$ cat src/rtl/tl_ul_pkg.sv
// tl_ul_pkg: shared TileLink-UL definitions for the memory-port buffer.
// Contents: field widths, TL-UL opcode encodings, and the packed channel-A
// and channel-D beat structs used by tl_ul_buffer and its testbench.
package tl_ul_pkg;

   localparam int TL_ADDR_W = 31;
   localparam int TL_DATA_W = 32;
   localparam int TL_MASK_W = TL_DATA_W / 8;
   localparam int TL_SRC_W  = 2;
   localparam int TL_SIZE_W = 3;
   localparam int TL_SINK_W = 1;

   // Channel A opcodes
   localparam logic [2:0] TL_A_PUT_FULL_DATA    = 3'd0;
   localparam logic [2:0] TL_A_PUT_PARTIAL_DATA = 3'd1;
   localparam logic [2:0] TL_A_GET              = 3'd4;

   // Channel D opcodes
   localparam logic [2:0] TL_D_ACCESS_ACK      = 3'd0;
   localparam logic [2:0] TL_D_ACCESS_ACK_DATA = 3'd1;

   typedef struct packed {
      logic [2:0]           opcode;
      logic [2:0]           param;
      logic [TL_SIZE_W-1:0] size;
      logic [TL_SRC_W-1:0]  source;
      logic [TL_ADDR_W-1:0] address;
      logic [TL_MASK_W-1:0] mask;
      logic [TL_DATA_W-1:0] data;
      logic                 corrupt;
   } tl_a_t;

   typedef struct packed {
      logic [2:0]           opcode;
      logic [1:0]           param;
      logic [TL_SIZE_W-1:0] size;
      logic [TL_SRC_W-1:0]  source;
      logic [TL_SINK_W-1:0] sink;
      logic                 denied;
      logic [TL_DATA_W-1:0] data;
      logic                 corrupt;
   } tl_d_t;

endpackage

$ cat src/rtl/tl_queue.sv
// tl_queue: generic circular valid/ready FIFO carrying payload type T.
// Ports:
//   clock, reset          - rising-edge clock, synchronous active-high reset
//   in_valid/in_ready/in_bits    - push side
//   out_valid/out_ready/out_bits - pop side, head entry driven from registers
// Handshake: a beat transfers on a rising edge where valid && ready. in_ready
// depends only on the registered count, so there is no combinational path
// from out_ready to in_ready. A pushed beat becomes visible on out_* after
// the push edge (no bypass). Storage is not reset; only pointers and count.
module tl_queue #(
   parameter type T     = logic [7:0],
   parameter int  DEPTH = 2
) (
   input  logic clock,
   input  logic reset,
   input  logic in_valid,
   output logic in_ready,
   input  T     in_bits,
   output logic out_valid,
   input  logic out_ready,
   output T     out_bits
);
   import tl_ul_pkg::*;

   // A one-entry queue still needs a one-bit pointer to index storage.
   localparam int PTR_W = (DEPTH > 1) ? $clog2(DEPTH) : 1;
   localparam int CNT_W = $clog2(DEPTH + 1);
   localparam logic [PTR_W-1:0] LAST_PTR = PTR_W'(DEPTH - 1);
   localparam logic [CNT_W-1:0] FULL_CNT = CNT_W'(DEPTH);

   T                 storage [DEPTH];
   logic [PTR_W-1:0] head;
   logic [PTR_W-1:0] tail;
   logic [CNT_W-1:0] count;
   logic             push;
   logic             pop;

   // Explicit wrap so non-power-of-two depths work.
   function automatic logic [PTR_W-1:0] next_ptr(input logic [PTR_W-1:0] ptr);
      return (ptr == LAST_PTR) ? '0 : ptr + PTR_W'(1);
   endfunction

   assign in_ready  = (count != FULL_CNT);
   assign out_valid = (count != '0);
   assign push      = in_valid && in_ready;
   assign pop       = out_valid && out_ready;
   assign out_bits  = storage[head];

   always_ff @(posedge clock) begin
      if (push) begin
         storage[tail] <= in_bits;
      end
   end

   always_ff @(posedge clock) begin
      if (reset) begin
         head  <= '0;
         tail  <= '0;
         count <= '0;
      end else begin
         if (push) begin
            tail <= next_ptr(tail);
         end
         if (pop) begin
            head <= next_ptr(head);
         end
         case ({push, pop})
            2'b10:   count <= count + CNT_W'(1);
            2'b01:   count <= count - CNT_W'(1);
            default: count <= count;
         endcase
      end
   end

endmodule

$ cat src/rtl/tl_ul_buffer.sv
// tl_ul_buffer: TileLink-UL decoupling buffer on the core's memory port.
// One tl_queue on channel A (master -> slave), one on channel D
// (slave -> master); every combinational path through the port is cut.
// Ports:
//   clock, reset                            - clock, synchronous active-high reset
//   a_in_valid/a_in_ready/a_in_bits         - A beats from the master
//   a_out_valid/a_out_ready/a_out_bits      - registered A beats to the slave
//   d_in_valid/d_in_ready/d_in_bits         - D beats from the slave
//   d_out_valid/d_out_ready/d_out_bits      - D beats to the master
//   idle                                    - both queues empty
module tl_ul_buffer
   import tl_ul_pkg::*;
#(
   parameter int A_DEPTH = 2,
   parameter int D_DEPTH = 2,
   parameter int ADDR_W  = TL_ADDR_W,
   parameter int DATA_W  = TL_DATA_W,
   parameter int SRC_W   = TL_SRC_W
) (
   input  logic  clock,
   input  logic  reset,
   input  logic  a_in_valid,
   output logic  a_in_ready,
   input  tl_a_t a_in_bits,
   output logic  a_out_valid,
   input  logic  a_out_ready,
   output tl_a_t a_out_bits,
   input  logic  d_in_valid,
   output logic  d_in_ready,
   input  tl_d_t d_in_bits,
   output logic  d_out_valid,
   input  logic  d_out_ready,
   output tl_d_t d_out_bits,
   output logic  idle
);

   // The beat structs are sized by the package; reject mismatched overrides.
   if (ADDR_W != TL_ADDR_W || DATA_W != TL_DATA_W || SRC_W != TL_SRC_W) begin : g_width_check
      $error("tl_ul_buffer: width parameters must match tl_ul_pkg");
   end
   if (A_DEPTH < 1 || D_DEPTH < 1) begin : g_depth_check
      $error("tl_ul_buffer: queue depths must be at least 1");
   end

   tl_queue #(.T(tl_a_t), .DEPTH(A_DEPTH)) u_a_queue (
      .clock     (clock),
      .reset     (reset),
      .in_valid  (a_in_valid),
      .in_ready  (a_in_ready),
      .in_bits   (a_in_bits),
      .out_valid (a_out_valid),
      .out_ready (a_out_ready),
      .out_bits  (a_out_bits)
   );

   tl_queue #(.T(tl_d_t), .DEPTH(D_DEPTH)) u_d_queue (
      .clock     (clock),
      .reset     (reset),
      .in_valid  (d_in_valid),
      .in_ready  (d_in_ready),
      .in_bits   (d_in_bits),
      .out_valid (d_out_valid),
      .out_ready (d_out_ready),
      .out_bits  (d_out_bits)
   );

   // out_valid is exactly "count != 0", so this is both counts being zero.
   assign idle = !a_out_valid && !d_out_valid;

endmodule

$ cat config.mk
export PLATFORM = sky130hd
export DESIGN_NAME = tl_ul_buffer
export DESIGN_NICKNAME = d
export VERILOG_FILES = /design/src/rtl/tl_ul_pkg.sv /design/src/rtl/tl_queue.sv /design/src/rtl/tl_ul_buffer.sv
export SDC_FILE = /design/constraint.sdc
export NUM_CORES = 1
export LEC_CHECK = 0
export ABC_AREA = 1
export BUFFER_PORTS_ARGS = -buffer_cell sky130_fd_sc_hd__buf_2
export CORE_MARGIN = 2
export CORE_UTILIZATION = 52
export CTS_CLUSTER_DIAMETER = 50
export DETAILED_ROUTE_END_ITERATION = 8
export GPL_ROUTABILITY_DRIVEN = 0
export PLACE_DENSITY = 0.79
export SYNTH_ARGS = -nofsm -noshare
export SYNTH_HDL_FRONTEND = slang
export SYNTH_SLANG_ARGS = --single-unit
$ cat constraint.sdc
create_clock -name clock -period 5.15 [get_ports clock]
set_input_delay 0.2575 -clock clock [delete_from_list [all_inputs] [get_ports clock]]
set_output_delay 0.2575 -clock clock [all_outputs]
set_load 0.05 [all_outputs]
# Word level (Yosys, flattened, before mapping)
# Memories as Yosys holds them, arrays and structs flattened. A register that Yosys moved wholly into a read port is not among the register bits.
# Index checks and enable logic that the tools add are counted.
[totals]
latchBits = 0
mem_bits_rw = 248
romBits = 0
in_bits = 130
reg_bits = 8
output_inout_bits = 129
memories = 2
elab_cells = 47
[op_classes]
div_mod_pow = 0
reduce_logical = 11
n_eq_ne = 6
addsub = 8
muxes = 14
shift = 0
mul = 0
order_cmp = 0
bitwise_logic = 0
[memory_table]
columns = ["name", "depth", "word_bits", "read_ports", "rd_clocked_by_memory_dff", "write_ports", "line", "rtl"]
rows = [
  ["u_a_queue.storage", 2, 79, 1, 1, 1, "tl_queue.sv:31", "T storage [DEPTH];"],
  ["u_d_queue.storage", 2, 45, 1, 1, 1, "tl_queue.sv:31", ""],
]
[op_table]
columns = ["op", "n"]
rows = [
  ["$mux 1", 12],
  ["$pmux 2 s2", 2],
  ["$reduce_bool 2->1", 4],
  ["$logic_and 1x1->1", 5],
  ["$add 1x1->1 const B", 4],
  ["$add 2x1->2 const B", 2],
  ["$eq 2x1->1 const B", 2],
  ["$eq 2x2->1 const B", 2],
  ["$ne 2x2->1 const B", 2],
  ["$sub 2x1->2 const B", 2],
  ["$logic_not 1->1", 2],
]

# Depth between registers and ports, before layout
# Gate-level depths: netlist of the first run.
[depth]
word_depth = 4
ltp_mapped = 10
depth_no_buf = 10

# Cells and area by module
# Synthesis of the first run repeated with hierarchy kept, for this count alone.
[unflattened]
cells_unflattened = 463
hier_area_um2 = 9673.0
[by_module_without_submodules]
columns = ["module", "seq_area_each_um2", "n_inst", "area_each_um2", "cells_each"]
rows = [
  ["tl_queue (u_a_queue)", 4844.6, 1, 5977.0, 284],
  ["tl_queue (u_d_queue)", 2802.7, 1, 3692.3, 178],
  ["tl_ul_buffer", 0.0, 1, 3.8, 1],
]

# Least setup slack after synthesis of the first run
# No wires, ideal clock.
[synth_path]
path_type = "register to register"
from = "reg u_a_queue.count[0]"
to = "mem u_a_queue.storage[0][0] in the netlist's numbering, enable pin"
t_arrival_ps = 4295
slack_ps = 338
period_less_slack_ps = 4812
setup_ps = 517
stages_incl_launch_ff = 5
required_time_ps = 4633
cell_sequence = "dfxtp_1 inv_1 nand2_1 nand2_1 nor2_1"
[synth_via]
elab_chain_len = 4
[synth_rtl]
columns = ["item", "line", "rtl"]
rows = [
  ["from (decl)", "tl_queue.sv:34", "logic [CNT_W-1:0] count;"],
  ["from (signal assigned)", "tl_queue.sv:68", "2'b10: count <= count + CNT_W'(1);"],
  ["from (signal assigned)", "tl_queue.sv:69", "2'b01: count <= count - CNT_W'(1);"],
  ["from (signal assigned)", "tl_queue.sv:70", "default: count <= count;"],
  ["$ne 2x2->1", "tl_queue.sv:43", "assign in_ready = (count != FULL_CNT);"],
  ["net a_in_ready", "tl_ul_buffer.sv:23", "output logic a_in_ready,"],
  ["$logic_and 1x1->1", "tl_queue.sv:45", "assign push = in_valid && in_ready;"],
  ["$mux 1", "tl_queue.sv:50", "if (push) begin"],
  ["$mux 1 (not written as such)", "tl_queue.sv:51", "storage[tail] <= in_bits;"],
  ["to (decl)", "tl_queue.sv:31", ""],
]
# The timed path passes the listed nets, and every way through them passes these cells.

==> flow_summary.ini, run 1 <==
[sta]
finalCritPeriodShare_pct = 49.72
drv_slew = 0
tightest_slew_ps = 1123
fmax_ghz = 0.3906
rsz0062_at_grt = false
fin_crit_ps = 2560
maxSlewHeadroom_pct = 25.12
setup_viol = 0
final_hold_viol_count = 0
fin_worst_skew_ps = 9.428
finalSetupTns_ps = 0

[clock_network]
post_cts_buffers = 0
max-clock-path-buffers = 3
cts_buffers = 26
htreeDepth = 1
clk_latency_ps = 500
clockRootBuffer = clkbuf_16
clk_pin_slew_worst_paths_ps = 60
cts_tree = done
clock_sinks = 258

[placement]
hpwlAfterDp_um = 12200
port_buffers = 258
dp_cells = 939

[synth]
ys_ff_latch = 258
ys_seq_area_share_pct = 80.81
synth_top_area_share_pct = 78.70
synthTopCellsByCount = edfxtp_1, mux2_2, nor2_1, nand2_1, inv_1
synth-compound-area-share_pct = 0.5289
yosysTopAreaCell = edfxtp_1
ys.flop_type = edfxtp_1
synth-edff-count = 248
synth.mux.area_fraction_pct = 15.15
yosysWarnings = 0
syn_inst = 462
syn_nets = 594
synth-adder-area-share_pct = 0.2644
synth_xor_area_share_pct = 0
synth_simple_gate_area_share_pct = 1.600
synth_top_family_by_area = multiplexers
async_flop_share_pct = 0
synth_cell_types = 14
synth_most_common_cell = edfxtp_1
avgSynthCellArea_um2 = 20.48
ys_top_cells_by_area = edfxtp_1, mux2_2, dfxtp_1, mux2_4, nor2_1
syn_area_um2 = 9463

[pwr]
sequentialPowerShare_pct = 43.7
sw_frac_of_total_pct = 33.43
power_frac_comb_pct = 27.8
power.leakage_nw = 5.013
power_density_nw_per_um2 = 476.2
cellInternalPower_mw = 4.140
power.share.clock_pct = 28.5
ir_worst_vdd_uv = 374.9
p_switching_mw = 2.079

[min_path]
hold_path.class = input port to flip-flop

[setup_path]
arrival_ps = 2300
cp_max_fo = 79
cp.required_ps = 4890
startpoint_type = flip-flop
worstSetupEndpointType = output port
worstSetupPathType = flip-flop to output port

[grt]
grt.overflow.total = 0
grt_pass1_vias = 6005
busiest_layer = met2
grt_use_total_pct = 20.78
grt_pass1_wl_um = 31650
antenna_found_initial = 0
use_met2_pct = 37.96
grt_max_degree = 80
use_met1_pct = 24.53
grt_use_met3_pct = 5.732

[cells_and_area]
final_nets = 994
final_cells = 1107
area_growth_pct = 38.01
fillers = 1047
diodes = 0
drive_gt1_share_pct = 48.97

[drt]
routedWlPerCell_um = 18.56
wl_um = 20550
post-route-drc-count = 0
vias = 5611
drt_iter0_drc = 284
dr.pass1.iters = 4
ant_nets = 0
viasPerCell = 5.069

[status]
status = complete, no violations

[job]
cap_violations = 0

[floorplan]
die_area_um2 = 19290
coreArea_um2 = 17900
rows = 49
io-pin-count = 259
dieHeight_um = 138.9
die_x_um = 138.9
start_util_pct = 52.86
## worst max-delay path, cell delays in order (launching register included)
cell     delay [ps]
dfxtp_4        1070
mux2_2          440
buf_2           220
## stage by stage
step                      total power, mW  utilization [%]  setup WS (ps)  cell area, µm²  hold WS (ps)
after floorplan                     4.044                -          338.1            9463         356.4
after global placement              4.356            61.48           2907           11010         445.7
after detailed placement            4.406            61.48           2778           11010         449.2
after CTS                           6.249            72.95           2563           13060         8.414
after global routing                6.446            72.95           2481           13060         41.81
final                               6.219            72.95           2590           13060         42.91
## routing by layer
metal	vias up	routed length, µm
met2	255	10800
met4	0	342
met5	-	0
met3	31	1578
met1	2752	7827
li1	2573	-
## sequential cells by signal, summed over array words and instances (netlist names), named ones only
| name | count |
|---|---|
| u_d_queue.head | 1 |
| u_d_queue.tail | 1 |
| u_d_queue.count | 2 |
| u_a_queue.storage | 158 |
| u_a_queue.count | 2 |
| u_a_queue.head | 1 |
| u_d_queue.storage | 90 |
| u_a_queue.tail | 1 |
## worst paths after layout
kind                                    startpoint                  endpoint  slack (ps)  cells past startpoint
worst max-delay path                     flip-flop            a_out_bits[48]        2590                      2
worst min-delay path                    d_in_valid            u_d_queue.tail          40                      3
worst max register to register  u_a_queue.count[0]  u_a_queue.storage[0][62]        2740                      5
worst min register to register      u_d_queue.head                 flip-flop         500                      2
## layout by cell type, fill, tap and decap left out, drive strengths merged
master,n
nand2,16
nor2,21
mux2,124
dlygate4sd3,124
buf,262
inv,16
clkbuf,30
a21oi,4
edfxtp,248
nand4,2
bufinv,2
ha,2
clkinv,9
dfxtp,10
clkinvlp,2
o21ai,6
## cell type report
| type | count | area (µm²) | area share, % |
|---|---|---|---|
| inverter | 15 | 56.30 | 0.4311 |
| sequential | 258 | 7652 | 58.59 |
| clock buffer | 30 | 686.9 | 5.260 |
| tap | 229 | 286.5 | 2.194 |
| timing repair buffer | 386 | 2562 | 19.62 |
| clock inverter | 14 | 125.1 | 0.9580 |
| multi-input combinational | 175 | 1690 | 12.94 |
## power groups by stage
stage / sequential [mW] / clock (mW) / combinational [mW]
global route: 2.74 / 1.90 / 1.81
detailed placement: 2.76 / 0 / 1.65
floorplan: 2.67 / 0 / 1.37
CTS: 2.72 / 1.80 / 1.73
global placement: 2.74 / 0 / 1.62
finish: 2.72 / 1.77 / 1.73
## what timing repair did
action,CTS,global route
gates resized for setup,0,0
hold endpoints to repair,248,0
hold buffers,124,0
## kinds of logic (layout without fill, tap and decap cells)
group                    Yosys count  in the layout
flip-flops                       258            258
multiplexers                     124            124
AND/OR/NAND/NOR                   39             39
buffers and inverters             29            445
AO/OA/AOI/OAI                     10             10
adder cells (fa/ha/maj)            2              2
(Power assumes the default switching activity.)
==> run 2: changes to the inputs <==
--- a/config.mk
+++ b/config.mk
@@ -5,7 +5,7 @@
 export SDC_FILE = /design/constraint.sdc
 export NUM_CORES = 1
 export LEC_CHECK = 0
-export ABC_AREA = 1
+export ABC_AREA = 0
 export BUFFER_PORTS_ARGS = -buffer_cell sky130_fd_sc_hd__buf_2
 export CORE_MARGIN = 2
 export CORE_UTILIZATION = 52
==> constraint.sdc (replaced) <==
create_clock -name clock -period 2.7 [get_ports clock]
set_input_delay 0.135 -clock clock [delete_from_list [all_inputs] [get_ports clock]]
set_output_delay 0.135 -clock clock [all_outputs]
set_load 0.05 [all_outputs]
==> flow_summary.ini, run 2 <==
[setup_path]
critPathMaxStageDelay_ps = 650
worst-path-buf-inv = 2
r2r-start = u_a_queue.count[0]
path_delay_family = flip-flops
slowest_stage = dfxtp_4
worstSetupPathType = flip-flop to output port
path_cells = buf_12, mux2_2, buf_2
cp.required_ps = 2570
r2r_cells = 4
startpoint_type = flip-flop
timing.rr.end = u_a_queue.storage[0][71]
arrival_ps = 2090
rrSetupSlack_ps = 730
cp_max_fo = 38
worstSetupEndpointType = output port

[cells_and_area]
finalCoreUtilization_pct = 73.62
fillers = 1021
largest_reg_flops = 158
drive_gt1_share_pct = 51.10
area_growth_pct = 40.05
final_nets = 981
top_regs = u_a_queue.storage x158, u_d_queue.storage x90
layout_common_cells = buf_2, edfxtp_1, dlygate4sd3_1
regMostFlops = u_a_queue.storage
final_common_cell = buf_2
diodes = 0

[floorplan]
io-pin-count = 259
coreArea_um2 = 17840
start_util_pct = 52.57
dieHeight_um = 138.3
die_x_um = 138.3
rows = 49
die_area_um2 = 19130

[synth]
ys_seq_area_share_pct = 81.54
syn_inst = 436
async_flop_share_pct = 0
synth-edff-count = 248
synth_top_area_share_pct = 79.40
syn_area_um2 = 9379
ys_top_cells_by_area = edfxtp_1, mux2_2, dfxtp_1, buf_2, xnor2_1
ys_ff_latch = 258
synth_most_common_cell = edfxtp_1
ys.flop_type = edfxtp_1
yosysTopAreaCell = edfxtp_1
avgSynthCellArea_um2 = 21.51
syn_nets = 568
synth_cell_types = 21
yosysWarnings = 0
synthTopCellsByCount = edfxtp_1, mux2_2, buf_2, dfxtp_1, nor2_1

[clock_network]
cts_tree = done
cts_buffers = 27
clk_pin_slew_worst_paths_ps = 60
clockRootBuffer = clkbuf_16
htreeDepth = 1
clk_latency_ps = 520
clock_sinks = 258
post_cts_buffers = 0
max-clock-path-buffers = 3

[grt]
grt_max_degree = 46
grt.overflow.total = 0
grt_pass1_wl_um = 32350
grt_pass1_vias = 6058
antenna_found_initial = 0
grt_use_total_pct = 21.49

[pwr]
power.share.clock_pct = 24.8
ir_worst_vdd_uv = 900.1
power.leakage_nw = 4.991
power_frac_comb_pct = 37.4
power_density_nw_per_um2 = 1068
p_switching_mw = 5.412
sequentialPowerShare_pct = 37.9
sw_frac_of_total_pct = 38.58
cellInternalPower_mw = 8.616

[drt]
routedWlPerCell_um = 19.23
viasPerCell = 5.099
dr.pass1.iters = 4
vias = 5589
post-route-drc-count = 0
drt_iter0_drc = 246
ant_nets = 0
wl_um = 21080

[placement]
dpl_worst_slack_ps = 725.4
hpwlAfterDp_um = 12390
port_buffers = 258

[sta]
fin_worst_skew_ps = 16.20
rsz0062_at_grt = false
fin_crit_ps = 2226
tightest_slew_ps = 608.2
fmax_ghz = 0.4492
drv_slew = 0
finalCritPeriodShare_pct = 82.46
setup_viol = 0
finalHoldWorstSlack_ps = 48.65
finalSetupTns_ps = 0
maxSlewHeadroom_pct = 59.45
setup_ws_ps = 473.6
final_hold_viol_count = 0

[min_path]
hold_path.class = input port to flip-flop
hold_depth = 4
hold_start = a_out_ready
hold_path_end = u_a_queue.head

[job]
cap_violations = 0

[status]
status = complete, no violations
==> run 2: cell types whose count changed in the layout (fill, tap and decap cells not counted), sizes merged, moves of 4 or more <==
cell,delta
buf,+10
xnor2,+4
o21ai,-4
nand2,-14
inv,-16
nor2,-14
clkinv,+5
==> run 2: layer usage <==
metal	GRT usage [%]	routed length (µm)
met5	0	0
met4	6.498	485
met3	6.166	1641
met2	38.74	10970
met1	25.01	7985
==> run 2: cell type report <==
class                      instances  area [µm²]  area share, %
inverter                           2       11.26        0.08573
sequential                       258        7652          58.26
tap                              229       286.5          2.181
clock inverter                    16       145.1          1.105
multi-input combinational        161        1644          12.52
clock buffer                      31       690.7          5.258
timing repair buffer             399        2705          20.59
==> run 2: cell families (layout without fill, tap and decap cells) <==
group	after synthesis	in the layout	synth area share (%)
AND/OR/NAND/NOR	19	19	1.054
flip-flops	258	258	81.54
AO/OA/AOI/OAI	10	10	0.6937
buffers and inverters	17	448	1.001
XOR/XNOR	6	6	0.5603
multiplexers	124	124	14.89
adder cells (fa/ha/maj)	2	2	0.2668
==> run 2: worst register-to-register path: cells and delay by family, from the launching register on <==
kind | cells | cell delay [ps]
flops | 1 | 350
buf+inv | 2 | 930
simple gates | 2 | 430
==> run 2: worst max path at each step <==
stage                                     to  slack, ps  depth (start not counted)
finish                        a_out_bits[42]        470                          3
detailed placement  u_a_queue.storage[0][42]        730                          4
global route                  a_out_bits[45]        360                          3
CTS                            a_out_bits[0]        440                          3
global placement     u_a_queue.storage[0][0]        780                          4
floorplan            u_a_queue.storage[0][0]         70                          3
==> run 2: per-stage QoR <==
stage          power, mW  instance area, µm²  instances
4_1_cts            14.04               13140       1096
3_3_place_gp       10.31               11030        922
2_1_floorplan      9.286                9384        436
3_5_place_dp       10.44               11030        922
5_1_grt            14.53               13140       1096
6_report           14.03               13140       1096
==> run 2: repair_timing <==
item,CTS,global route
hold endpoints to repair,258,0
hold buffers,127,0
gates resized for setup,0,0
setup endpoints to repair,0,0
==> run 2: power by group through the flow <==
stage / clock network [mW] / logic (mW) / registers [mW]
final: 3.47 / 5.24 / 5.31
after global routing: 3.71 / 5.46 / 5.36
after CTS: 3.51 / 5.23 / 5.30
after detailed placement: 0 / 5.06 / 5.38
after global placement: 0 / 4.98 / 5.33
after floorplan: 0 / 4.03 / 5.25
==> run 3: changes to the inputs <==
--- a/config.mk
+++ b/config.mk
@@ -5,14 +5,14 @@
 export SDC_FILE = /design/constraint.sdc
 export NUM_CORES = 1
 export LEC_CHECK = 0
-export ABC_AREA = 0
+export ABC_AREA = 1
 export BUFFER_PORTS_ARGS = -buffer_cell sky130_fd_sc_hd__buf_2
 export CORE_MARGIN = 2
-export CORE_UTILIZATION = 52
+export CORE_UTILIZATION = 47
 export CTS_CLUSTER_DIAMETER = 50
 export DETAILED_ROUTE_END_ITERATION = 8
 export GPL_ROUTABILITY_DRIVEN = 0
-export PLACE_DENSITY = 0.79
+export PLACE_DENSITY = 0.76
 export SYNTH_ARGS = -nofsm -noshare
 export SYNTH_HDL_FRONTEND = slang
 export SYNTH_SLANG_ARGS = --single-unit
==> constraint.sdc (replaced) <==
create_clock -name clock -period 1.8 [get_ports clock]
set_input_delay 0.09 -clock clock [delete_from_list [all_inputs] [get_ports clock]]
set_output_delay 0.09 -clock clock [all_outputs]
set_load 0.05 [all_outputs]
==> flow_summary.ini, run 3 (synthesis results as in run 1) <==
[setup_path]
rrSetupSlack_ps = 250
startpoint_type = flip-flop
path_cells = buf_12, clkbuf_16, mux2_4, buf_6
slowest_stage = dfxtp_4
arrival_ps = 1760
cp_max_fo = 8
worst-path-buf-inv = 3
path_delay_family = buffers and inverters
critPathMaxStageDelay_ps = 380
worstSetupPathType = flip-flop to output port
worstSetupEndpointType = output port
cp.required_ps = 1710

[floorplan]
die_area_um2 = 21290
dieHeight_um = 145.9
rows = 51
io-pin-count = 259
coreArea_um2 = 19590
die_x_um = 145.9
start_util_pct = 48.30

[sta]
fin_crit_ps = 1848
maxSlewHeadroom_pct = 69.05
drv_slew = 0
finalCritPeriodShare_pct = 102.7
rsz0062_at_grt = true
setup_viol = 50
setup_ws_ps = -47.91
fin_worst_skew_ps = 16.89
tightest_slew_ps = 464.3
finalSetupTns_ps = -1076
fmax_ghz = 0.5412
finalHoldWorstSlack_ps = 280.5
final_hold_viol_count = 0

[pwr]
power_density_nw_per_um2 = 1368
ir_worst_vdd_uv = 1076
power.leakage_nw = 5.716

[drt]
viasPerCell = 5.059
ant_nets = 0
post-route-drc-count = 0
vias = 5965
routedWlPerCell_um = 21.71
wl_um = 25590
drt_iter0_drc = 333
dr.pass1.iters = 4

[grt]
busiest_layer = met2
grt_pass1_vias = 6475
antenna_found_initial = 0
grt_max_degree = 80
grt_use_met3_pct = 6.270
use_met2_pct = 38.00
grt_pass1_wl_um = 35140
grt.overflow.total = 0
grt_use_total_pct = 21.04
use_met1_pct = 24.62

[clock_network]
max-clock-path-buffers = 3
clock_sinks = 258
clockRootBuffer = clkbuf_16
clk_pin_slew_worst_paths_ps = 60
cts_buffers = 30
clk_latency_ps = 530
cts_tree = done
htreeDepth = 1

[job]
cap_violations = 0

[cells_and_area]
top_regs = u_a_queue.storage x158, u_d_queue.storage x90
seq_area_um2 = 7656
drive_gt1_share_pct = 50.00
diodes = 0
regMostFlops = u_a_queue.storage
design_area_um2 = 14690
area_growth_pct = 55.20
final_nets = 1024
final_common_cell = edfxtp_1
layout_common_cells = edfxtp_1, buf_2, dlygate4sd3_1
fillers = 1071
largest_reg_flops = 158
finalCoreUtilization_pct = 74.97
multi_input_area_um2 = 1914

[min_path]
hold_path.class = input port to flip-flop

[placement]
port_buffers = 258
hpwlAfterDp_um = 12920
dpl_cell_area_um2 = 11250

[status]
status = finished with violations
violations = setup timing
[run 3: final cells by class]
| type | instances | share of cell area, % |
|---|---|---|
| Clock buffer | 40 | 5.512 |
| Clock inverter | 14 | 0.7327 |
| Inverter | 15 | 0.4004 |
| Multi-Input combinational cell | 175 | 13.03 |
| Sequential cell | 258 | 52.13 |
| Tap cell | 265 | 2.258 |
| Timing Repair Buffer | 412 | 25.93 |
[run 3: path summary, 6_finish.rpt]
path	start	end	cells past startpoint
worst min-delay path	d_in_bits[39]	u_d_queue.storage[0][39]	2
worst max register to register	u_d_queue.count[0]	u_d_queue.tail	6
worst min register to register	u_a_queue.head	flip-flop	2
worst max-delay path	flip-flop	a_out_bits[25]	4
[run 3: repair_timing]
item,CTS,global route
buffers inserted,0,4
cloned,2,7
resized for setup,161,150
hold buffers,131,0
setup endpoints to repair,124,123
endpoints found under the hold margin,258,0
[run 3: per-stage QoR]
| step | power (mW) | instances | worst slack, ps |
|---|---|---|---|
| after global placement | 12.66 | 981 | 396.1 |
| after CTS | 19.21 | 1168 | -91.44 |
| after floorplan | 11.60 | 462 | -400.4 |
| after detailed placement | 12.79 | 981 | 305.2 |
| final | 20.10 | 1179 | -47.91 |
| after global routing | 20.71 | 1179 | -76.28 |
[run 3: metal layers]
metal | vias up | share of wire, %
met5 | - | 0
met4 | 0 | 2.2
met3 | 47 | 8.3
met2 | 317 | 52
met1 | 2950 | 37
li1 | 2651 | -
[run 3: power by group]
| part | switching [mW] | internal [mW] |
|---|---|---|
| clock network | 2.32 | 3.30 |
| logic | 4.14 | 2.73 |
| registers | 0.242 | 7.36 |
